$ cat src/rtl/fir_coeff_loader_if.sv
// Coefficient-update bus between the host/control path and the FIR coefficient loader.
// The bus carries the load control (start, abort), the serial coefficient stream (s_valid,
// s_ready, s_coeff) and the loader outputs (coeff[], update_coeff, busy, err).
// Modports:
//   master - host side: drives start, abort, s_valid, s_coeff; observes the loader outputs.
//   slave  - loader side: the reverse.
interface fir_coeff_loader_if #(
  parameter int unsigned NUM_TAPS = 41,
  parameter int unsigned COEFF_W  = 16
);
  logic               start;
  logic               abort;
  logic               s_valid;
  logic               s_ready;
  logic [COEFF_W-1:0] s_coeff;
  logic [COEFF_W-1:0] coeff [NUM_TAPS-1:0];
  logic               update_coeff;
  logic               busy;
  logic               err;

  modport master (
    output start, abort, s_valid, s_coeff,
    input  s_ready, coeff, update_coeff, busy, err
  );

  modport slave (
    input  start, abort, s_valid, s_coeff,
    output s_ready, coeff, update_coeff, busy, err
  );
endinterface

$ cat src/rtl/fir_coeff_loader.sv
// FIR coefficient loader: collects NUM_TAPS coefficients from a valid/ready stream into a shadow
// bank and commits the complete bank to coeff[] with a single-cycle update_coeff strobe. Partial
// or aborted loads never disturb the active bank.
//
// Ports:
//   clk_i    - system clock, rising edge
//   reset_i  - synchronous, active-high reset
//   bus      - fir_coeff_loader_if.slave: start/abort control, s_valid/s_ready/s_coeff beats,
//              coeff[] active bank, update_coeff strobe, busy, err
//
// Optional feature macro: FIR_COEFF_CHECKSUM_EN. When defined, one extra beat after the last tap
// carries a 16-bit checksum (sum of coefficients mod 2^16); a match commits, a mismatch pulses err
// and drops the load. When undefined, err is tied low and the last tap commits directly.
module fir_coeff_loader #(
  parameter int unsigned NUM_TAPS = 41,
  parameter int unsigned COEFF_W  = 16
) (
  input logic                clk_i,
  input logic                reset_i,
  fir_coeff_loader_if.slave  bus
);

  localparam int unsigned    IdxW    = (NUM_TAPS > 1) ? $clog2(NUM_TAPS) : 1;
  localparam logic [IdxW-1:0] LastIdx = IdxW'(NUM_TAPS - 1);

  typedef enum logic [1:0] {
    StIdle,
    StLoad,
    StCheck
  } state_e;

  state_e             state_q, state_d;
  logic [IdxW-1:0]    idx_q, idx_d;
  logic [COEFF_W-1:0] shadow_q [NUM_TAPS-1:0];
  logic [COEFF_W-1:0] shadow_d [NUM_TAPS-1:0];
  logic [COEFF_W-1:0] coeff_q  [NUM_TAPS-1:0];
  logic [COEFF_W-1:0] coeff_d  [NUM_TAPS-1:0];
  logic               update_q, update_d;
  logic               s_ready;
  logic               hs;

`ifdef FIR_COEFF_CHECKSUM_EN
  logic [15:0]        sum_q, sum_d;
  logic               err_q, err_d;
`endif

  assign s_ready = (state_q == StLoad) || (state_q == StCheck);
  assign hs      = bus.s_valid && s_ready;

  always_comb begin
    state_d  = state_q;
    idx_d    = idx_q;
    shadow_d = shadow_q;
    coeff_d  = coeff_q;
    update_d = 1'b0;
`ifdef FIR_COEFF_CHECKSUM_EN
    sum_d    = sum_q;
    err_d    = 1'b0;
`endif
    case (state_q)
      StIdle: begin
        // start together with abort keeps the loader idle
        if (bus.start && !bus.abort) begin
          state_d = StLoad;
          idx_d   = '0;
`ifdef FIR_COEFF_CHECKSUM_EN
          sum_d   = '0;
`endif
        end
      end
      StLoad: begin
        if (bus.abort) begin
          // abort beats a simultaneous final handshake: nothing commits
          state_d = StIdle;
        end else if (hs) begin
          shadow_d[idx_q] = bus.s_coeff;
`ifdef FIR_COEFF_CHECKSUM_EN
          sum_d = sum_q + 16'(bus.s_coeff);
`endif
          if (idx_q == LastIdx) begin
`ifdef FIR_COEFF_CHECKSUM_EN
            state_d = StCheck;
`else
            // final beat is merged straight into the committed bank
            state_d  = StIdle;
            coeff_d  = shadow_d;
            update_d = 1'b1;
`endif
          end else begin
            idx_d = idx_q + IdxW'(1);
          end
        end
      end
`ifdef FIR_COEFF_CHECKSUM_EN
      StCheck: begin
        if (bus.abort) begin
          state_d = StIdle;
        end else if (hs) begin
          state_d = StIdle;
          if (16'(bus.s_coeff) == sum_q) begin
            coeff_d  = shadow_q;
            update_d = 1'b1;
          end else begin
            err_d = 1'b1;
          end
        end
      end
`endif
      default: state_d = StIdle;
    endcase
  end

  always_ff @(posedge clk_i) begin
    if (reset_i) begin
      state_q  <= StIdle;
      idx_q    <= '0;
      shadow_q <= '{default: '0};
      coeff_q  <= '{default: '0};
      update_q <= 1'b0;
`ifdef FIR_COEFF_CHECKSUM_EN
      sum_q    <= '0;
      err_q    <= 1'b0;
`endif
    end else begin
      state_q  <= state_d;
      idx_q    <= idx_d;
      shadow_q <= shadow_d;
      coeff_q  <= coeff_d;
      update_q <= update_d;
`ifdef FIR_COEFF_CHECKSUM_EN
      sum_q    <= sum_d;
      err_q    <= err_d;
`endif
    end
  end

  assign bus.s_ready      = s_ready;
  assign bus.coeff        = coeff_q;
  assign bus.update_coeff = update_q;
  assign bus.busy         = (state_q != StIdle);
`ifdef FIR_COEFF_CHECKSUM_EN
  assign bus.err          = err_q;
`else
  assign bus.err          = 1'b0;
`endif

endmodule

$ cat src/flat_wrapper.sv
// flat-port wrapper written by rule: the top's interface ports become plain ports
module fir_coeff_loader_flat 
#(
  parameter int unsigned NUM_TAPS = 41,
  parameter int unsigned COEFF_W  = 16
)
  (clk_i, reset_i, bus_start, bus_abort, bus_s_valid, bus_s_coeff, bus_s_ready, bus_coeff, bus_update_coeff, bus_busy, bus_err);
  fir_coeff_loader_if #(.NUM_TAPS(NUM_TAPS), .COEFF_W(COEFF_W)) bus_i ();
  input logic clk_i;
  input logic reset_i;
  input wire logic [$bits(bus_i.start)-1:0] bus_start;
  input wire logic [$bits(bus_i.abort)-1:0] bus_abort;
  input wire logic [$bits(bus_i.s_valid)-1:0] bus_s_valid;
  input wire logic [$bits(bus_i.s_coeff)-1:0] bus_s_coeff;
  output wire logic [$bits(bus_i.s_ready)-1:0] bus_s_ready;
  output wire logic [$bits(bus_i.coeff)-1:0] bus_coeff;
  output wire logic [$bits(bus_i.update_coeff)-1:0] bus_update_coeff;
  output wire logic [$bits(bus_i.busy)-1:0] bus_busy;
  output wire logic [$bits(bus_i.err)-1:0] bus_err;
  assign bus_i.start = bus_start;
  assign bus_i.abort = bus_abort;
  assign bus_i.s_valid = bus_s_valid;
  assign bus_i.s_coeff = bus_s_coeff;
  assign bus_s_ready = bus_i.s_ready;
  assign bus_coeff = {>>{bus_i.coeff}};
  assign bus_update_coeff = bus_i.update_coeff;
  assign bus_busy = bus_i.busy;
  assign bus_err = bus_i.err;
  fir_coeff_loader #(.NUM_TAPS(NUM_TAPS), .COEFF_W(COEFF_W)) u_core (.clk_i(clk_i), .reset_i(reset_i), .bus(bus_i));
endmodule
$ cat config.mk
export PLATFORM = sky130hd
export DESIGN_NAME = fir_coeff_loader_flat
export DESIGN_NICKNAME = d
export VERILOG_FILES = /design/src/rtl/fir_coeff_loader_if.sv /design/src/rtl/fir_coeff_loader.sv /design/src/flat_wrapper.sv
export SDC_FILE = /design/constraint.sdc
export NUM_CORES = 2
export LEC_CHECK = 0
export BUFFER_PORTS_ARGS = -buffer_cell sky130_fd_sc_hd__buf_4
export CELL_PAD_IN_SITES_DETAIL_PLACEMENT = 1
export CELL_PAD_IN_SITES_GLOBAL_PLACEMENT = 1
export CORE_MARGIN = 8
export CORE_UTILIZATION = 30
export DETAILED_ROUTE_END_ITERATION = 10
export GPL_TIMING_DRIVEN = 0
export PLACE_DENSITY = 0.56
export SLEW_MARGIN = 25
export SYNTH_ARGS = -nofsm -noshare
export SYNTH_HDL_FRONTEND = slang
export SYNTH_SLANG_ARGS = --single-unit
$ cat constraint.sdc
create_clock -name clk_i -period 3.5 [get_ports clk_i]
set_input_delay 0.525 -clock clk_i [delete_from_list [all_inputs] [get_ports clk_i]]
set_output_delay 0.525 -clock clk_i [all_outputs]
set_load 0.01 [all_outputs]
==> results_dict.tcl <==
set metrics [dict create \
    area_growth_pct 26.9 \
    final_net_count 7070 \
    htree_levels 4 \
    multi_input_comb_area_um2 23200 \
    r2r_end "u_core.bus.coeff[334]" \
    setup_viol 0 \
    tritoncts "done" \
    die_y_um 434 \
    cp.arrival_ns 4.15 \
    grt_max_degree 17 \
    regArea_um2 26400 \
    grt_first_pass_wirelength_um 374000 \
    drtIter0Drc 3462 \
    r2r_cells 8 \
    dr_wl_met2_um 129000 \
    synth_seq_cells 1320 \
    syn_area_um2 52300 \
    finClkSkew_ns 0.0255 \
    num_rows 153 \
    postLayoutCellArea_um2 66400 \
    port_buffers 671 \
    hold_viol_final 0 \
    die_area_um2 188000 \
    startpoint_type "flop" \
    grt_use_total_pct 27.0 \
    wirelength_um 266000 \
    hold_path.class "in2reg" \
    vias 50817 \
    rsz0062_at_grt "false" \
    synth.area.top_cells "dfxtp_1, nor2_1, a211oi_1, o31ai_1, nand3_1" \
    yosysTopAreaCell "dfxtp_1" \
    power.density_nw_per_um2 498 \
    path_max_fanout 10 \
    post-route-period-util_pct 99.2 \
    core_area_um2 174000 \
    synth_cells 6183 \
    gr-total-overflow 0 \
    drv_slew 0 \
    antenna_found_initial 19 \
    async_flop_share_pct 0 \
    critPathKind "reg2reg" \
    drc 0 \
    synth_nets 6206 \
    syn_avg_cell_area_um2 8.46 \
    clockBufferDepth 3 \
    fillers 20436 \
    clk_latency_ns 0.81 \
    final_cells 9508 \
    fmax_ghz 0.288 \
    cp.required_ns 4.18 \
    synth_edf_count 0 \
    start_util_pct 30.1 \
    power_leakage_nw 23.6 \
    r2r_setup_slack_ns 0.03 \
    gp_congestion 0.857 \
    wl_met3_um 12700 \
    drt-met1-wl_um 110000 \
    clockRootBuffer "clkbuf_16" \
    final_core_util_pct 38.2 \
    cts_made_buffers 158 \
    hpwlAfterDp_um 198000 \
    vdd_drop_max_mv 0.474 \
    finalSetupTns_ns 0 \
    synth_cell_types 52 \
    relSlewSlack_pct 20.3 \
    min_period_ns 3.47 \
    outcome "completed" \
    placed_area_um2 61100 \
    reg2reg_from "u_core.idx_q[1]" \
    layout-drive-gt1-share_pct 18.3 \
    routedWlPerCell_um 27.9 \
    die_w_um 434 \
    grt_pass1_vias 51223 \
    clk_pin_slew_ns 0.07 \
    synth_top_cell_area_share_pct 50.5 \
    top_layer_used "met4" \
    dr.pass1.iters 7 \
    critPathLaunch "u_core.idx_q[1]" \
    cts_sinks 1320 \
    avgViaCountPerCell 5.34 \
    postRouteAntennaNets 0 \
    tightestPinTransition_ns 1.20 \
    drv_cap 0 \
    synth.most_common_cell "dfxtp_1" \
    endpoint_kind "flop" \
    ys_seq_area_share_pct 50.5 \
    synth_flop_cell "dfxtp_1" \
    pin_count 681 \
    dpl.cell_count 9211 \
    synthTopCellsByCount "dfxtp_1, nor2_1, a211oi_1, nand3_1, clkbuf_1" \
    ys.warnings.count 0 \
    hold_ws_ns 0.282 \
    cp-endpoint "u_core.bus.coeff[334]" \
]
## state kept, by name, summed over array words and instances (netlist names)
register	flops
u_core.bus.update_coeff	1
u_core.bus.coeff	656
u_core.state_q	1
u_core.idx_q	6
u_core.shadow_q	656
## layout by cell type, fill, tap and decap left out, types with 3 or more instances in the layout
cell type / netlist / routed
nand3b_1: 3 / 3
inv_6: 0 / 7
clkbuf_2: 0 / 87
buf_4: 12 / 691
dfxtp_1: 1320 / 1320
buf_16: 0 / 17
a21oi_1: 137 / 137
clkbuf_1: 512 / 467
buf_2: 129 / 132
and3_1: 7 / 7
mux2i_1: 97 / 97
nand3_1: 516 / 516
diode_2: 0 / 18
clkbuf_8: 0 / 34
a211oi_2: 7 / 7
nor3_2: 3 / 3
mux2_2: 96 / 96
buf_1: 56 / 56
buf_6: 1 / 3
and4bb_2: 3 / 3
nor2b_1: 6 / 6
nor3_1: 494 / 494
nand2_1: 367 / 367
clkinv_2: 0 / 18
bufinv_16: 0 / 6
nor2_1: 1279 / 1278
nor4_1: 3 / 3
o31ai_1: 400 / 400
nand2b_1: 4 / 4
clkinv_8: 0 / 4
and2_1: 26 / 26
nor4bb_2: 0 / 4
a311oi_1: 97 / 97
a211oi_1: 553 / 553
clkbuf_16: 0 / 161
nor4bb_4: 0 / 12
nand3_2: 6 / 6
## what timing repair did
item	4_1_cts	5_1_grt
gates resized for setup	9	28
pin swaps	0	0
hold endpoints to repair	1	0
hold buffers	1	0
setup endpoints to repair	390	160
buffers inserted	0	0
## routing by layer
| metal | up-vias | GRT usage (%) |
|---|---|---|
| met5 | - | 0 |
| met4 | 0 | 13.3 |
| met3 | 445 | 4.67 |
| met2 | 1316 | 46.3 |
| met1 | 25369 | 32.5 |
| li1 | 23687 | - |
## metrics by stage
step,power [mW],setup slack [ns]
2_1_floorplan,16.2,1.20
6_report,33.0,0.0289
4_1_cts,33.3,-0.0137
5_1_grt,34.0,0.0103
3_3_place_gp,16.7,-1.89
3_5_place_dp,16.7,-0.529
## final cells by class
class | instances | share of cell area (%)
flip-flops and latches | 1320 | 39.8
multi-input cells | 4151 | 35.0
clock inverters | 40 | 0.696
plain buffers | 710 | 4.51
well taps | 2325 | 4.38
diodes | 18 | 0.0679
clock buffers | 238 | 7.02
inverters | 2 | 0.0113
repair buffers | 704 | 8.52
## report_power, final
group	internal (mW)	switching, mW	leakage (nW)
registers	15.2	0.0728	10.6
clock network	9.63	6.97	2.52
logic	0.274	0.904	10.4
## critical path: stages (launching register included)
cell      delay (ns)
dfxtp_1         0.39
buf_4           0.22
nor2b_1         0.12
clkbuf_1        0.53
clkbuf_1        0.66
clkbuf_1        0.75
nand3_1         0.28
o31ai_1         0.22
a211oi_1        0.15
## worst min path at each step
stage / to / cells past startpoint / slack (ns) / start
6_report: u_core.bus.coeff[542] / 3 / 0.28 / bus_s_coeff[14]
5_1_grt: u_core.bus.coeff[542] / 3 / 0.27 / bus_s_coeff[14]
4_1_cts: u_core.bus.coeff[542] / 3 / 0.24 / bus_s_coeff[14]
3_5_place_dp: u_core.shadow_q[571] / 2 / 0.45 / u_core.shadow_q[571]
3_3_place_gp: u_core.shadow_q[628] / 2 / 0.44 / u_core.shadow_q[628]
2_1_floorplan: u_core.shadow_q[463] / 2 / 0.44 / u_core.shadow_q[463]
## cells by family (layout without fill, tap and decap cells)
kind of cell	Yosys count	in the layout	share of synthesized area [%]
multiplexers	193	193	3.92
flip-flops	1320	1320	50.5
XOR/XNOR	1	1	0.0167
buffers and inverters	712	1694	5.52
other	1	19	0.00717
AO/OA/AOI/OAI	1200	1200	16.9
AND/OR/NAND/NOR	2754	2754	23.1
adder cells (fa/ha/maj)	2	2	0.0478
Power figures use the tool's default switching activity.
